--- config.mk ---
export PLATFORM = sky130hd
export DESIGN_NAME = muldiv_seq
export DESIGN_NICKNAME = d
export VERILOG_FILES = /design/src/rtl/muldiv_pkg.sv /design/src/rtl/mds_shift.sv /design/src/rtl/muldiv_seq.sv
export SDC_FILE = /design/constraint.sdc
export NUM_CORES = 1
export LEC_CHECK = 0
export CORE_MARGIN = 2
export CORE_UTILIZATION = 49
export CTS_BUF_LIST = sky130_fd_sc_hd__clkbuf_4 sky130_fd_sc_hd__clkbuf_8 sky130_fd_sc_hd__clkbuf_16
export DETAILED_ROUTE_END_ITERATION = 6
export PLACE_DENSITY_LB_ADDON = 0.2
export SLEW_MARGIN = 10
export SYNTH_ARGS = -nofsm -noshare
export SYNTH_HDL_FRONTEND = slang
export SYNTH_HIERARCHICAL = 1
export SYNTH_SLANG_ARGS = --single-unit
--- constraint.sdc ---
create_clock -name clk -period 9.3 [get_ports clk]
set_input_delay 0.93 -clock clk [delete_from_list [all_inputs] [get_ports clk]]
set_output_delay 0.93 -clock clk [all_outputs]
set_load 0.01 [all_outputs]
--- src/rtl/muldiv_pkg.sv ---
// Shared definitions for the sequential multiply/divide/shift unit:
// operation encodings and controller state encoding.
package muldiv_pkg;

  typedef enum logic [1:0] {
    OP_SHL = 2'b00,
    OP_MUL = 2'b01,
    OP_DIV = 2'b10,
    OP_SHR = 2'b11
  } op_t;

  typedef enum logic [2:0] {
    ST_IDLE  = 3'd0,
    ST_SHIFT = 3'd1,
    ST_MUL   = 3'd2,
    ST_DIV   = 3'd3,
    ST_FIX   = 3'd4,
    ST_DONE  = 3'd5
  } state_t;

endpackage

--- src/rtl/mds_shift.sv ---
// Combinational barrel shifter: logical left, logical right or arithmetic right.
module mds_shift #(
  parameter int W = 16
) (
  input  logic [W-1:0]         a,
  input  logic [$clog2(W)-1:0] amt,
  input  logic                 left,
  input  logic                 arith,
  output logic [W-1:0]         y
);

  // Kept in its own signed net so the sign fill survives the output mux.
  logic signed [W-1:0] sra;
  assign sra = $signed(a) >>> amt;

  always_comb begin
    if (left)       y = a << amt;
    else if (arith) y = sra;
    else            y = a >> amt;
  end

endmodule

--- src/rtl/muldiv_seq.sv ---
// Sequential shift / multiply / divide unit reading two operands from a packed
// register file; MUL and DIV iterate on magnitudes and fix the sign at the end.
import muldiv_pkg::*;

module muldiv_seq #(
  parameter int W    = 16,
  parameter int NREG = 4
) (
  input  logic                     clk,
  input  logic                     rst,
  input  logic                     start,
  input  logic [1:0]               op,
  input  logic                     sgn,
  input  logic [$clog2(NREG)-1:0]  sel1,
  input  logic [$clog2(NREG)-1:0]  sel2,
  input  logic [NREG*W-1:0]        regs,
  output logic                     busy,
  output logic                     done,
  output logic [W-1:0]             result,
  output logic [W-1:0]             rem,
  output logic                     dbz,
  output logic                     ovf
);

  localparam int CW = $clog2(W) + 1;
  localparam logic [CW-1:0] CNT_LAST = CW'(W);

  logic [W-1:0] reg_arr [NREG];
  for (genvar gi = 0; gi < NREG; gi++) begin : g_regs
    assign reg_arr[gi] = regs[gi*W +: W];
  end

  state_t         state_reg, state_next;
  op_t            op_reg;
  logic           sgn_reg;
  logic [W-1:0]   opa_reg, opb_reg;
  logic [2*W-1:0] acc_reg, acc_next;
  logic [CW-1:0]  cnt_reg;
  logic           done_reg, dbz_reg, ovf_reg;
  logic [W-1:0]   result_reg, rem_reg;

  logic [W-1:0] mag_a, mag_b;
  logic         b_zero, is_div;
  assign mag_a  = (sgn_reg && opa_reg[W-1]) ? -opa_reg : opa_reg;
  assign mag_b  = (sgn_reg && opb_reg[W-1]) ? -opb_reg : opb_reg;
  assign b_zero = (opb_reg == '0);
  assign is_div = (op_reg == OP_DIV);

  // Single W-bit adder shared by both loops: add multiplicand or subtract divisor.
  logic [W-1:0] add_a, add_b;
  logic [W:0]   add_sum;
  logic         div_ok;
  assign add_a   = is_div ? acc_reg[2*W-2:W-1] : acc_reg[2*W-1:W];
  assign add_b   = is_div ? ~mag_b : mag_b;
  assign add_sum = {1'b0, add_a} + {1'b0, add_b} + {{W{1'b0}}, is_div};
  // The bit shifted out of the remainder guarantees the subtraction fits.
  assign div_ok  = add_sum[W] | acc_reg[2*W-1];

  always_comb begin
    if (is_div)
      acc_next = div_ok ? {add_sum[W-1:0], acc_reg[W-2:0], 1'b1} : {acc_reg[2*W-2:0], 1'b0};
    else
      acc_next = acc_reg[0] ? {add_sum, acc_reg[W-1:1]} : {1'b0, acc_reg[2*W-1:1]};
  end

  logic [W-1:0] shift_y;
  mds_shift #(.W(W)) u_shift (
    .a     (opa_reg),
    .amt   (opb_reg[$clog2(W)-1:0]),
    .left  (op_reg == OP_SHL),
    .arith (sgn_reg && (op_reg == OP_SHR)),
    .y     (shift_y)
  );

  logic [2*W-1:0] prod_s;
  logic [W:0]     prod_hi;
  logic           mul_ovf, div_ovf;
  logic [W-1:0]   quo_s, rem_s;
  assign prod_s  = (sgn_reg && (opa_reg[W-1] ^ opb_reg[W-1])) ? -acc_reg : acc_reg;
  assign prod_hi = prod_s[2*W-1:W-1];
  assign mul_ovf = sgn_reg ? !((&prod_hi) || !(|prod_hi)) : (|acc_reg[2*W-1:W]);
  assign quo_s   = (sgn_reg && (opa_reg[W-1] ^ opb_reg[W-1])) ? -acc_reg[W-1:0] : acc_reg[W-1:0];
  assign rem_s   = (sgn_reg && opa_reg[W-1]) ? -acc_reg[2*W-1:W] : acc_reg[2*W-1:W];
  assign div_ovf = sgn_reg && (opa_reg == {1'b1, {(W-1){1'b0}}}) && (&opb_reg);

  logic [W-1:0] fin_res, fin_rem;
  logic         fin_dbz, fin_ovf;
  always_comb begin
    fin_res = '0;
    fin_rem = '0;
    fin_dbz = 1'b0;
    fin_ovf = 1'b0;
    case (state_reg)
      ST_SHIFT: fin_res = shift_y;
      ST_DIV: begin
        fin_res = '1;
        fin_rem = opa_reg;
        fin_dbz = 1'b1;
      end
      ST_FIX: begin
        if (is_div) begin
          fin_res = quo_s;
          fin_rem = rem_s;
          fin_ovf = div_ovf;
        end else begin
          fin_res = prod_s[W-1:0];
          fin_ovf = mul_ovf;
        end
      end
      default: ;
    endcase
  end

  always_comb begin
    state_next = state_reg;
    case (state_reg)
      ST_IDLE:
        if (start) begin
          case (op_t'(op))
            OP_MUL:  state_next = ST_MUL;
            OP_DIV:  state_next = ST_DIV;
            default: state_next = ST_SHIFT;
          endcase
        end
      ST_SHIFT: state_next = ST_DONE;
      ST_MUL:   if (cnt_reg == CNT_LAST) state_next = ST_FIX;
      ST_DIV: begin
        if (cnt_reg == '0 && b_zero)     state_next = ST_DONE;
        else if (cnt_reg == CNT_LAST)    state_next = ST_FIX;
      end
      ST_FIX:   state_next = ST_DONE;
      ST_DONE:  state_next = ST_IDLE;
      default:  state_next = ST_IDLE;
    endcase
  end

  always_ff @(posedge clk or negedge rst) begin
    if (!rst) begin
      state_reg  <= ST_IDLE;
      op_reg     <= OP_SHL;
      sgn_reg    <= 1'b0;
      opa_reg    <= '0;
      opb_reg    <= '0;
      acc_reg    <= '0;
      cnt_reg    <= '0;
      done_reg   <= 1'b0;
      result_reg <= '0;
      rem_reg    <= '0;
      dbz_reg    <= 1'b0;
      ovf_reg    <= 1'b0;
    end else begin
      state_reg <= state_next;
      done_reg  <= 1'b0;
      case (state_reg)
        ST_IDLE:
          if (start) begin
            opa_reg <= reg_arr[sel1];
            opb_reg <= reg_arr[sel2];
            op_reg  <= op_t'(op);
            sgn_reg <= sgn;
            cnt_reg <= '0;
          end
        ST_MUL, ST_DIV: begin
          // Count 0 loads the dividend/multiplier magnitude; 1..W iterate.
          if (cnt_reg == '0) begin
            acc_reg <= {{W{1'b0}}, mag_a};
            cnt_reg <= cnt_reg + 1'b1;
          end else begin
            acc_reg <= acc_next;
            cnt_reg <= (cnt_reg == CNT_LAST) ? '0 : cnt_reg + 1'b1;
          end
        end
        default: ;
      endcase
      if (state_next == ST_DONE) begin
        done_reg   <= 1'b1;
        result_reg <= fin_res;
        rem_reg    <= fin_rem;
        dbz_reg    <= fin_dbz;
        ovf_reg    <= fin_ovf;
      end
    end
  end

  assign busy   = (state_reg != ST_IDLE);
  assign done   = done_reg;
  assign result = result_reg;
  assign rem    = rem_reg;
  assign dbz    = dbz_reg;
  assign ovf    = ovf_reg;

endmodule

After elaboration in Yosys (flattened, before gate mapping)
Cells that the tools add are included.
{"block": "op_classes", "add_sub_neg": 8, "n_lt_le_gt_ge": 2, "eq_ne": 12, "n_shift": 3, "muxes": 37, "bitwise_logic": 5, "n_reduce_logical": 24}
{"op": "two-way mux 16 bit", "count": 14}
{"op": "two-way mux 32 bit", "count": 5}
{"op": "binary-select mux 16 bit (select 2 bit)", "count": 2}
{"op": "negator 16 bit", "count": 4}
{"op": "one-hot mux 16 bit (3 select lines)", "count": 1}
{"op": "negator 32 bit", "count": 1}
{"op": "one-hot mux 16 bit (2 select lines)", "count": 1}
{"op": "adder 16 x 16 -> 17 bit", "count": 1}
{"op": "adder 17 x 1 -> 17 bit", "count": 1}
{"op": "AND reduction 17 bit", "count": 1}
{"op": "OR reduction 17 bit", "count": 1}
{"op": "== test 16 bit, second input constant", "count": 1}
{"op": "logical NOT 16 bit", "count": 1}
{"op": "inverter 16 bit", "count": 1}
{"op": "AND reduction 16 bit", "count": 1}
{"op": "OR reduction 16 bit", "count": 1}
{"op": "<< shifter 16 x 4 -> 16 bit", "count": 1}
{"op": ">> shifter 16 x 4 -> 16 bit", "count": 1}
{"op": ">>> shifter 16 x 4 -> 16 bit", "count": 1}
{"op": "two-way mux 5 bit", "count": 3}
{"op": "one-hot mux 3 bit (4 select lines)", "count": 1}
{"op": "one-hot mux 5 bit (2 select lines)", "count": 1}
{"op": "two-way mux 3 bit", "count": 3}
{"op": "logical AND 1 bit", "count": 7}
{"op": "23 further kinds", "count": 36}
{"block": "word_totals", "ff_bits": 110, "inputBits": 74, "out_inout_bits": 36}

Longest topological paths before layout
Gate-level depths: netlist of run 1.
{"block": "depth", "depth_word": 10, "depth_mapped": 17, "depth_no_buf": 16}

Modules after synthesis
Netlist of run 1, hierarchy kept.
{"mod": "muldiv_seq", "n_inst": 1, "cells_per_inst": 1042, "area_each_um2": 9029.9, "seq_area_each_um2": 2752.6}
{"mod": "mds_shift", "n_inst": 1, "cells_per_inst": 207, "area_each_um2": 1711.6, "seq_area_each_um2": 0.0}

Worst setup path after synthesis of run 1
OpenSTA, ideal clock, no wires.
{"block": "synth_path", "path_type": "register to register", "start": "reg op_reg[1]", "end": "reg acc_reg[26]", "arrival_ns": 4.043, "required_time_ns": 9.178, "path_slack_ns": 5.136, "stages_incl_launch_ff": 16, "n_path_buf": 3, "cell_sequence": "dfrtp_1 > nor2b_1 > clkbuf_1 > clkbuf_1 > xnor2_1 > xnor2_1 > ha_1 > a21o_1 > a2111o_1 > a311oi_1 > nor2_1 > a211oi_1 > buf_2 > mux2i_1 > nand2_1 > a32o_1"}
{"block": "synth_between", "elab_chain_cells": 8}
{"element": "from (decl)", "line": "muldiv_seq.sv:34", "text": "op_t op_reg;"}
{"element": "from (signal assigned)", "line": "muldiv_seq.sv:159", "text": "op_reg <= op_t'(op);"}
{"element": "== test 2 bit (*)", "line": "muldiv_seq.sv:47", "text": "assign is_div = (op_reg == OP_DIV);"}
{"element": "two-way mux 16 bit, on equally long branches", "line": "muldiv_seq.sv:53, muldiv_seq.sv:54"}
{"element": "adder 16 x 16 -> 17 bit", "line": "muldiv_seq.sv:55", "text": "assign add_sum = {1'b0, add_a} + {1'b0, add_b} + {{W{1'b0}}, is_div};"}
{"element": "adder 17 x 1 -> 17 bit", "line": "muldiv_seq.sv:55"}
{"element": "OR 1 bit", "line": "muldiv_seq.sv:57", "text": "assign div_ok = add_sum[W] | acc_reg[2*W-1];"}
{"element": "two-way mux 32 bit", "line": "muldiv_seq.sv:61", "text": "acc_next = div_ok ? {add_sum[W-1:0], acc_reg[W-2:0], 1'b1} : {acc_reg[2*W-2:0], 1'b0};"}
{"element": "two-way mux 32 bit (*)", "line": "muldiv_seq.sv:60", "text": "if (is_div)"}
{"element": "two-way mux 32 bit (*)", "line": "muldiv_seq.sv:165", "text": "if (cnt_reg == '0) begin"}
{"element": "to (signal assigned)", "line": "muldiv_seq.sv:166", "text": "acc_reg <= {{W{1'b0}}, mag_a};"}
{"element": "to (signal assigned)", "line": "muldiv_seq.sv:169", "text": "acc_reg <= acc_next;"}
{"element": "to (decl)", "line": "muldiv_seq.sv:37", "text": "logic [2*W-1:0] acc_reg, acc_next;"}
Every way passes the cells marked *; elsewhere a longest branch is shown, timed or not.
A chain may end at the register's enable or synchronous reset.

Final worst setup path of run 1
{"block": "layout_path", "start": "reg opb_reg[2]", "end": "reg acc_reg[28]"}
{"block": "layout_between", "elab_chain_cells": 10}
{"element": "from (decl)", "line": "muldiv_seq.sv:36", "text": "logic [W-1:0] opa_reg, opb_reg;"}
{"element": "from (signal assigned)", "line": "muldiv_seq.sv:158", "text": "opb_reg <= reg_arr[sel2];"}
{"element": "negator 16 bit", "line": "muldiv_seq.sv:45", "text": "assign mag_b = (sgn_reg && opb_reg[W-1]) ? -opb_reg : opb_reg;"}
{"element": "two-way mux 16 bit (*)", "line": "muldiv_seq.sv:45"}
{"element": "inverter 16 bit", "line": "muldiv_seq.sv:54", "text": "assign add_b = is_div ? ~mag_b : mag_b;"}
{"element": "two-way mux 16 bit (*)", "line": "muldiv_seq.sv:54"}
{"element": "adder 16 x 16 -> 17 bit (*)", "line": "muldiv_seq.sv:55"}
{"element": "adder 17 x 1 -> 17 bit (*)", "line": "muldiv_seq.sv:55"}
{"element": "OR 1 bit", "line": "muldiv_seq.sv:57"}
{"element": "two-way mux 32 bit", "line": "muldiv_seq.sv:61"}
{"element": "two-way mux 32 bit (*)", "line": "muldiv_seq.sv:60"}
{"element": "two-way mux 32 bit (*)", "line": "muldiv_seq.sv:165"}
Marks and branches as above.

==> results of run 1 <==
-- how the worst min path moves through the flow --
stage | cells after the start | from | to
2_1_floorplan | 1 | cnt_reg[0] | cnt_reg[0]
6_report | 1 | dbz | dbz
5_1_grt | 1 | dbz | dbz
3_3_place_gp | 1 | dbz | dbz
4_1_cts | 1 | dbz | dbz
3_5_place_dp | 1 | dbz | dbz
-- layer usage --
layer | global-route usage, % | vias up | wire [microns]
met3 | 4.19 | 69 | 2590
met1 | 40.1 | 4907 | 14500
met5 | 0 | - | 0
li1 | - | 4677 | -
met2 | 45.3 | 512 | 15300
met4 | 8.90 | 0 | 886
-- power groups by stage --
stage / registers [uW] / clock network [uW] / logic (uW)
floorplan: 891 / 0 / 2860
global placement: 1110 / 0 / 3570
detailed placement: 1110 / 0 / 3590
CTS: 1110 / 424 / 3610
global route: 1160 / 442 / 4010
finish: 1130 / 418 / 3660
-- logic make-up (layout without fill, tap and decap cells) --
logic type,count (synthesis),count (layout),synth area share [%]
XOR/XNOR,89,89,7.26
adder cells (fa/ha/maj),24,24,2.87
AO/OA/AOI/OAI,339,339,20.3
AND/OR/NAND/NOR,394,394,17.7
multiplexers,158,158,21.0
buffers and inverters,135,167,5.25
flip-flops,110,110,25.6
-- final cells by class --
type	count	area [sq um]	area share (%)
clock buffers	12	254	2.09
clock inverters	4	55.1	0.453
inverters	29	109	0.895
multi-input cells	1004	7450	61.3
flip-flops and latches	110	2750	22.6
well taps	280	350	2.88
repair buffers	122	1190	9.75
-- cell usage after synthesis, drive strengths merged (5+ instances only) --
cell and n:
or3 12, nand3 17, inv 27, nand2 158, a2bb2oi 5, or2 8, buf 26, nor4 15
o211ai 17, mux2i 53, o41ai 5, xor2 32, a31oi 11, o22ai 9, mux4 48, a32o 11
xnor2 57, nand2b 16, a211oi 8, a21o 8, clkbuf 80, a221o 16, nor2 80, nor2b 11
and3 11, or4 5, nand4 10, a21oi 87, ha 23, o31ai 11, and2 6, mux2 57
dfrtp 110, nor3 25, o21ai 105
-- worst max-delay path, delay by kind of cell, from the launching register on --
kind,cells,cell delay (ns)
xor gates and xnor gates,1,0.15
and+or+nand+nor,4,0.95
DFF,1,0.36
adders and majority gates,1,0.36
AOI/OAI and AO/OA,7,2.22
buffers and inverters,1,0.26
muxes,1,0.42
-- metrics by stage --
step	total power, uW	hold WS, ns
floorplan	3750	0.508
global placement	4680	0.459
detailed placement	4710	0.467
CTS	5140	0.483
global route	5600	0.516
finish	5210	0.479
==> summary.md, run 1 <==
| Metric | Value |
|---|---|
| Die Y | `152 microns` |
| Ys Warns | `6` |
| Reg2reg path depth | `15` |
| Power share of the combinational group | `70.3%` |
| Chip width | `152 microns` |
| CTS tree | `yes` |
| Layout net count | `1,374` |
| Area contributors post-synth | `dfrtp_1 26%, mux4_2 10%, mux2_2 6.0%, nand2_1 5.5%, mux2i_1 4.9%` |
| Initial antenna violation count | `0` |
| Setup-failing EPs final | `0` |
| Routability Congestion | `0.916` |
| Worst R2R End | `acc_reg[28]` |
| Total core area | `21,700 sq um` |
| Placement Setup Slack | `4.50 ns` |
| Placed cell count | `1,545` |
| Num rows | `54` |
| Cts hold-fix bufs | `0` |
| Post-synth EDFFs | `0` |
| Critical Path Sink | `acc_reg[28]` |
| Finished Cell Area | `12,200 sq um` |
| Synthesized flop and latch total | `110` |
| Final core utilization | `56.1%` |
| R2R Setup Slk | `4.46 ns` |
| Maxcap violations | `0` |
| Cells after synthesis | `1,249` |
| Setup TNS | `0 ns` |
| Total I/O pin count | `110` |
| DRC errors left | `0` |
| Avg WL per Cell | `21.3 microns` |
| Share of synthesized registers carrying an async set or reset | `100%` |
| Non-filler cells, final | `1,561` |
| Mean cell area of the mapped netlist | `8.60 sq um` |
| Sequential Power Share | `21.7%` |
| Clock Path Buffers | `2` |
| Max_slew headroom | `24.8%` |
| Post-synth top flop | `dfrtp_1` |
| Syn Nets | `1,347` |
| Total CTS buffers | `9` |
| Worst-skew pair later-pin latency | `0.36 ns` |
| Share of layout cells above drive strength 1 | `12.3%` |
| F_max | `207 MHz` |
| Cell area after synthesis | `10,700 sq um` |
| Gr ovfl total | `0` |
| RSZ-0062 raised after global routing | `no` |
| Clk pwr share | `8.0%` |
| ANT cells | `0` |
| Switching share of total power | `52.3%` |
| Postcts setup bufs | `0` |
| Worst path slowest cell | `a211oi_4` |
| Pint | `2480 uW` |
| CTS clk-pin slew, worst paths | `0.08 ns` |
| Most common cell on crit path | `nor3_1` |
| Vias per cell | `6.51` |
| Launch point of the worst reg-to-reg path | `opb_reg[2]` |
| Vias | `10,200` |
| Net load switching power | `2730 uW` |
| Worst Tran Pin Value | `1.12 ns` |
| CTS Sinks | `110` |
| DR iter-0 viols | `1,088` |
| Initial core utilization | `49.5%` |
| Startpoint class of the critical path | `register` |
| # resized after CTS | `0` |
| Worst setup path start | `opb_reg[2]` |
| Final WS setup | `4.46 ns` |
| Pwr per Cell Area | `428 nW/um^2` |
| First-pass GRT wire length | `53.6 mm` |
| CP arrival | `5.07 ns` |
| Library cells used by synthesis | `79` |
| Crit-path max cell delay | `0.96 ns` |
| Final hold violations | `0` |
| Max-slew violation count | `0` |
| Crit path kind | `reg2reg` |
| Status | `completed` |
| Post-synth top area cell | `dfrtp_1` |
| Worst VDD drop | `152 uV` |
| Routed Antenna Nets | `0` |
| Placed Instance Area | `11,900 sq um` |
| CP required | `9.53 ns` |
| Leakage | `0.00481 uW` |
| Critical Path Fanout Max | `41` |
| Sequential fraction of the synthesis area | `25.6%` |
| Pre-Repair DR Iteration Count | `5` |
| Synth top area share | `25.6%` |
| H-tree depth | `3` |
| Min Tclk post-route | `4.84 ns` |
| Area Overhead vs Synth | `13.2%` |
| GR Util All Layers | `28.4%` |
| Root Buffer | `clkbuf_16` |
| CP cell instances | `buf_4, nor3_1, nand3_1, nor3_1, a21oi_1, xnor2_1, ha_1, a21o_1, a2111o_1, a311oi_1, nor2_1, a211oi_4, mux2_2, o21ai_0, o22ai_1` |
| WL final | `33.3 mm` |
| Die area | `23,100 sq um` |
| Filler cells | `1,968` |
| Most frequent cells in the layout | `158 x nand2_1, 109 x dfrtp_1, 108 x clkdlybuf4s50_1` |
| Largest net degree at the start of global routing | `73` |
| IO buf count | `109` |
| Hold Path Class | `reg2reg` |
| Number of flip-flops in the largest register | `32` |
| Skew final | `0.0113 ns` |
| Setup crit end kind | `register` |
| Fin crit share | `52.1%` |
| Vias in the first global route | `9,628` |
| Most common cell after layout, fill and taps aside | `nand2_1` |
| Detailed Place HPWL | `24.1 mm` |
(Power assumes the default switching activity.)
==> inputs of run 2 (changes only) <==
- clock period: 9.3 -> 4.7 ns (I/O delays scaled with it)
==> summary.md, run 2 (synthesis results as in run 1) <==
| Metric | Value |
|---|---|
| CTS Sinks | `110 (unchanged)` |
| Hold Path Class | `in2async` |
| Share of layout cells above drive strength 1 | `12.9% (+0.54 points)` |
| Final hold violations | `0 (unchanged)` |
| Largest net degree at the start of global routing | `71 (-2.7%)` |
| GR Util All Layers | `28.6% (+0.14 points)` |
| Most common cell after layout, fill and taps aside | `nand2_1` |
| Setup-failing EPs final | `0 (unchanged)` |
| Setup crit end kind | `register` |
| Met2 Track Usage GR | `46.0% (+0.66 points)` |
| R2R Setup Slk | `0.61 ns (-3.85 ns)` |
| CP arrival | `4.33 ns (-0.74 ns)` |
| Area Overhead vs Synth | `13.6%` |
| Die area | `23,100 sq um (unchanged)` |
| Worst R2R End | `acc_reg[28]` |
| CTS clk-pin slew, worst paths | `0.08 ns (about the same)` |
| GRT busiest layer | `met2` |
| IO buf count | `109 (unchanged)` |
| Total core area | `21,700 sq um (unchanged)` |
| Startpoint class of the critical path | `register` |
| Initial antenna violation count | `0 (unchanged)` |
| Gr ovfl total | `0 (unchanged)` |
| Clock Path Buffers | `2 (unchanged)` |
| Total I/O pin count | `110 (unchanged)` |
| Crit path kind | `reg2reg` |
| Setup TNS | `0 ns (unchanged)` |
| Cts hold-fix bufs | `0 (unchanged)` |
| # resized after CTS | `0 (unchanged)` |
| First-pass GRT wire length | `53.7 mm (+0.26%)` |
| Status | `completed` |
| Avg WL per Cell | `21.4 microns (+0.30%)` |
| Launch point of the worst reg-to-reg path | `opb_reg[2]` |
| Hold Slack | `0.221 ns (-0.258 ns)` |
| Number of flip-flops in the largest register | `32 (unchanged)` |
| Pwr per Cell Area | `849 nW/um^2 (+98%)` |
| F_max | `245 MHz (+18%)` |
| RSZ-0062 raised after global routing | `no` |
| DR iter-0 viols | `1,229 (+13%)` |
| Detailed Place HPWL | `24.6 mm (+2.2%)` |
| ANT cells | `0 (unchanged)` |
| Vias in the first global route | `9,560 (-0.71%)` |
| Met3 Usage GRT | `4.79% (+0.60 points)` |
| Postcts setup bufs | `0 (unchanged)` |
| CP required | `4.94 ns (-4.59 ns)` |
| Max-slew violation count | `0 (unchanged)` |
| Initial core utilization | `49.5% (unchanged)` |
| Reg2reg path depth | `15 (unchanged)` |
| Met1 Resource Use GR | `40.1% (-0.073 points)` |
| H-tree depth | `3 (unchanged)` |
| Maxcap violations | `0 (unchanged)` |
| Max_slew headroom | `27.1% (+2.2 points)` |
| CTS tree | `yes` |
| Die Y | `152 microns (unchanged)` |
| Most frequent cells in the layout | `158 x nand2_1, 109 x dfrtp_1, 108 x clkdlybuf4s50_1` |
| Num rows | `54 (unchanged)` |
| Worst Tran Pin Value | `1.09 ns (-0.0333 ns)` |
| Min Tclk post-route | `4.09 ns (-0.754 ns)` |
| Layout net count | `1,382 (+0.58%)` |
| DRC errors left | `0 (unchanged)` |
| Vias | `10,200 (+0.32%)` |
| Skew final | `0.0111 ns (-0.000111 ns)` |
| Chip width | `152 microns (unchanged)` |
| Worst-skew pair later-pin latency | `0.37 ns (about the same)` |
| Leakage | `0.00484 uW (+0.66%)` |
| Fin crit share | `87.0% (+35 points)` |
| Worst VDD drop | `361 uV (+140%)` |
| Vias per cell | `6.50 (-0.19%)` |
| Pre-Repair DR Iteration Count | `5 (unchanged)` |
| Critical Path Fanout Max | `11 (-73%)` |
| Root Buffer | `clkbuf_16` |
| Routability Congestion | `0.981 (+7.2%)` |
| WL final | `33.6 mm (+0.82%)` |
| Routed Antenna Nets | `0 (unchanged)` |
| Total CTS buffers | `9 (unchanged)` |
[run 2: cell types whose count changed in the layout (fill, tap and decap cells not counted), sizes merged]
| cell | delta |
|---|---|
| bufinv | -1 |
| inv | +1 |
| clkbuf | -1 |
| clkinvlp | -1 |
| buf | +8 |
| clkinv | +2 |
[run 2: per-stage QoR]
step | area (sq um) | power (uW) | instances | setup slack [ns] | util [%]
2_1_floorplan | 10700 | 7420 | 1249 | 0.536 | -
3_3_place_gp | 11900 | 9320 | 1553 | 0.816 | 54.9
3_5_place_dp | 11900 | 9410 | 1553 | 0.747 | 54.9
4_1_cts | 12200 | 10200 | 1569 | 0.716 | 56.3
5_1_grt | 12200 | 11200 | 1569 | 0.282 | 56.3
6_report | 12200 | 10400 | 1569 | 0.612 | 56.3
[run 2: critical path, cell delays in order, from the launching register on]
cell and delay (ns):
dfrtp_1 0.38, nor3_1 0.35, nand3_1 0.16, nor3_1 0.31, a21oi_1 0.15, xnor2_1 0.15
ha_1 0.36, a21o_1 0.20, a2111o_1 0.41, a311oi_1 0.27, nor2_1 0.17, a211oi_4 0.23
buf_4 0.22, mux2_2 0.35, o21ai_0 0.16, o22ai_1 0.09
[run 2: where the power goes]
part / switching, uW / internal, uW / leakage [uW]
logic: 4190 / 3200 / 0.00329
registers: 877 / 1310 / 0.00141
clock network: 385 / 386 / 0.000144
total: 5450 / 4900 / 0.00484
[run 2: how the worst max path moves through the flow]
stage / slack, ns / startpoint / depth (start not counted) / endpoint
6_report: 0.61 / opb_reg[2] / 15 / acc_reg[28]
5_1_grt: 0.28 / opb_reg[4] / 15 / acc_reg[30]
4_1_cts: 0.72 / opb_reg[2] / 15 / acc_reg[23]
3_5_place_dp: 0.75 / opb_reg[2] / 15 / acc_reg[23]
3_3_place_gp: 0.82 / opb_reg[2] / 15 / acc_reg[23]
2_1_floorplan: 0.54 / op_reg[1] / 15 / acc_reg[26]
[run 2: layout make-up]
type,count,area [sq um]
Fill cell,1944,9490
Multi-Input combinational cell,1004,7450
Sequential cell,110,2750
Timing Repair Buffer,130,1250
Tap cell,280,350
Clock buffer,11,246
Inverter,29,109
Clock inverter,5,40.0
[run 2: per-layer routing]
metal	part of all wire, %	up-vias
li1	-	4707
met2	47	521
met1	42	4910
met5	0	-
met4	2.3	0
met3	9.4	60
==> inputs of run 3 (changes only) <==
- CAP_MARGIN: unset -> 25
- CELL_PAD_IN_SITES_DETAIL_PLACEMENT: unset -> 1
- CELL_PAD_IN_SITES_GLOBAL_PLACEMENT: unset -> 1
- CORE_UTILIZATION: 49 -> 45
==> summary.md, run 3 (synthesis results as in run 1) <==
| Metric | Value |
|---|---|
| Crit path kind | `reg2reg` |
| ANT cells | `0 (unchanged)` |
| Pre-Repair DR Iteration Count | `5 (unchanged)` |
| Largest net degree at the start of global routing | `61 (-14%)` |
| Vias per cell | `6.49 (-0.20%)` |
| Reg area | `2750 sq um (unchanged)` |
| Initial core utilization | `45.8% (-3.8 points)` |
| # resized after CTS | `0 (unchanged)` |
| DR iter-0 viols | `889 (-28%)` |
| First-pass GRT wire length | `61.7 mm (+15%)` |
| Die area | `25,100 sq um (+8.6%)` |
| Final core utilization | `52.9% (-3.4 points)` |
| Min Tclk post-route | `4.21 ns (+0.122 ns)` |
| IO buf count | `109 (unchanged)` |
| Multi-input logic area | `7450 sq um (unchanged)` |
| Gr ovfl total | `0 (unchanged)` |
| Maxcap violations | `0 (unchanged)` |
| Skew final | `0.0116 ns (+0.000429 ns)` |
| F_max | `238 MHz (-2.9%)` |
| Total I/O pin count | `110 (unchanged)` |
| Status | `completed` |
| Cts hold-fix bufs | `0 (unchanged)` |
| CTS Sinks | `110 (unchanged)` |
| Setup-failing EPs final | `0 (unchanged)` |
| Number of flip-flops in the largest register | `32 (unchanged)` |
| Most frequent cells in the layout | `158 x nand2_1, 109 x dfrtp_1, 108 x clkdlybuf4s50_1` |
| Pwr per Cell Area | `870 nW/um^2 (+2.4%)` |
| CP required | `4.95 ns (about the same)` |
| Critical Path Fanout Max | `14 (+3)` |
| GR Util All Layers | `31.9% (+3.4 points)` |
| Leakage | `0.00492 uW (+1.6%)` |
| Most common cell after layout, fill and taps aside | `nand2_1` |
| Setup TNS | `0 ns (unchanged)` |
| Hold Path Class | `in2async` |
| Worst Tran Pin Value | `1.00 ns (-0.0907 ns)` |
| Postcts setup bufs | `0 (unchanged)` |
| H-tree depth | `3 (unchanged)` |
| Filler cells | `2,773 (+43%)` |
| Tot Pwr | `10,800 uW (+4.2%)` |
| Vias | `10,500 (+2.8%)` |
| Routed Antenna Nets | `0 (unchanged)` |
| Area Overhead vs Synth | `15.6%` |
| Startpoint class of the critical path | `register` |
| Chip width | `159 microns (+4.2%)` |
| WL final | `39.1 mm (+16%)` |
| Worst-skew pair later-pin latency | `0.37 ns (about the same)` |
| Num rows | `56 (+3.7%)` |
| Initial antenna violation count | `0 (unchanged)` |
| Setup crit end kind | `register` |
| Routability Congestion | `0.929 (-5.3%)` |
| Clock Path Buffers | `2 (unchanged)` |
| Final hold violations | `0 (unchanged)` |
| CTS clk-pin slew, worst paths | `0.08 ns (about the same)` |
| CTS tree | `yes` |
| Vias in the first global route | `10,800 (+13%)` |
| Fin crit share | `89.6% (+2.6 points)` |
| Avg WL per Cell | `24.2 microns (+13%)` |
| Max_slew headroom | `33.3% (+6.3 points)` |
| Worst VDD drop | `301 uV (-17%)` |
| Share of layout cells above drive strength 1 | `13.4% (+0.54 points)` |
| Total core area | `23,500 sq um (+8.2%)` |
| Layout net count | `1,390 (+0.58%)` |
| Die Y | `159 microns (+4.2%)` |
| Max-slew violation count | `0 (unchanged)` |
| Detailed Place HPWL | `29.0 mm (+18%)` |
| DRC errors left | `0 (unchanged)` |
| Root Buffer | `clkbuf_16` |
| RSZ-0062 raised after global routing | `no` |
| CP arrival | `4.46 ns (+0.13 ns)` |
| Total CTS buffers | `9 (unchanged)` |
==> run 3: power by group <==
| group | total [uW] | internal (uW) | leakage [uW] | switching, uW |
|---|---|---|---|---|
| combinational | 7720 | 3270 | 0.00335 | 4450 |
| sequential | 2190 | 1310 | 0.00141 | 875 |
| clock | 886 | 476 | 0.000157 | 410 |
==> run 3: per-layer routing <==
metal / GRT usage [%] / part of all wire (%) / vias to the layer above
met3: 3.78 / 6.4 / 85
met5: 0 / 0 / -
met4: 13.6 / 3.8 / 0
met2: 53.2 / 47 / 452
li1: - / - / 4712
met1: 42.1 / 42 / 5234
==> run 3: through the flow <==
stage / cell area (sq um) / hold slack (ns) / setup slack, ns / instances
final: 12400 / 0.184 / 0.491 / 1616
after global routing: 12400 / 0.272 / 0.139 / 1616
after CTS: 12400 / 0.237 / 0.505 / 1613
after detailed placement: 12000 / 0.471 / 0.540 / 1597
after global placement: 12000 / 0.459 / 0.680 / 1596
after floorplan: 10700 / 0.174 / 0.536 / 1249
==> run 3: worst paths after layout <==
path,endpoint,slack (ns),cells after the start,from
setup / recovery,acc_reg[30],0.49,15,opb_reg[2]
hold / removal,acc_reg[20],0.18,1,rst
setup reg to reg,acc_reg[30],0.49,15,opb_reg[2]
hold reg to reg,rem[15],0.49,1,rem[15]
max in group asynchronous,acc_reg[0],3.30,2,rst
min in group clk,rem[15],0.49,1,rem[15]
==> run 3: final cells by class <==
class                           count  area share [%]
Clock buffer                        9            1.81
Clock inverter                      7           0.826
Inverter                           29           0.877
Multi-Input combinational cell   1004            60.0
Sequential cell                   110            22.2
Tap cell                          319            3.21
Timing Repair Buffer              138            11.0
==> run 3: critical path: stages, from the launching register on <==
cell and delay [ns]:
dfrtp_1 0.38, nor3_1 0.33, nand3_1 0.15, nor3_1 0.31
a21oi_1 0.15, xnor2_1 0.15, ha_1 0.37, a21o_1 0.21
a2111o_1 0.41, a311oi_1 0.32, nor2_1 0.18, a211oi_4 0.24
buf_4 0.29, mux2_2 0.36, o21ai_0 0.15, a2bb2oi_1 0.09
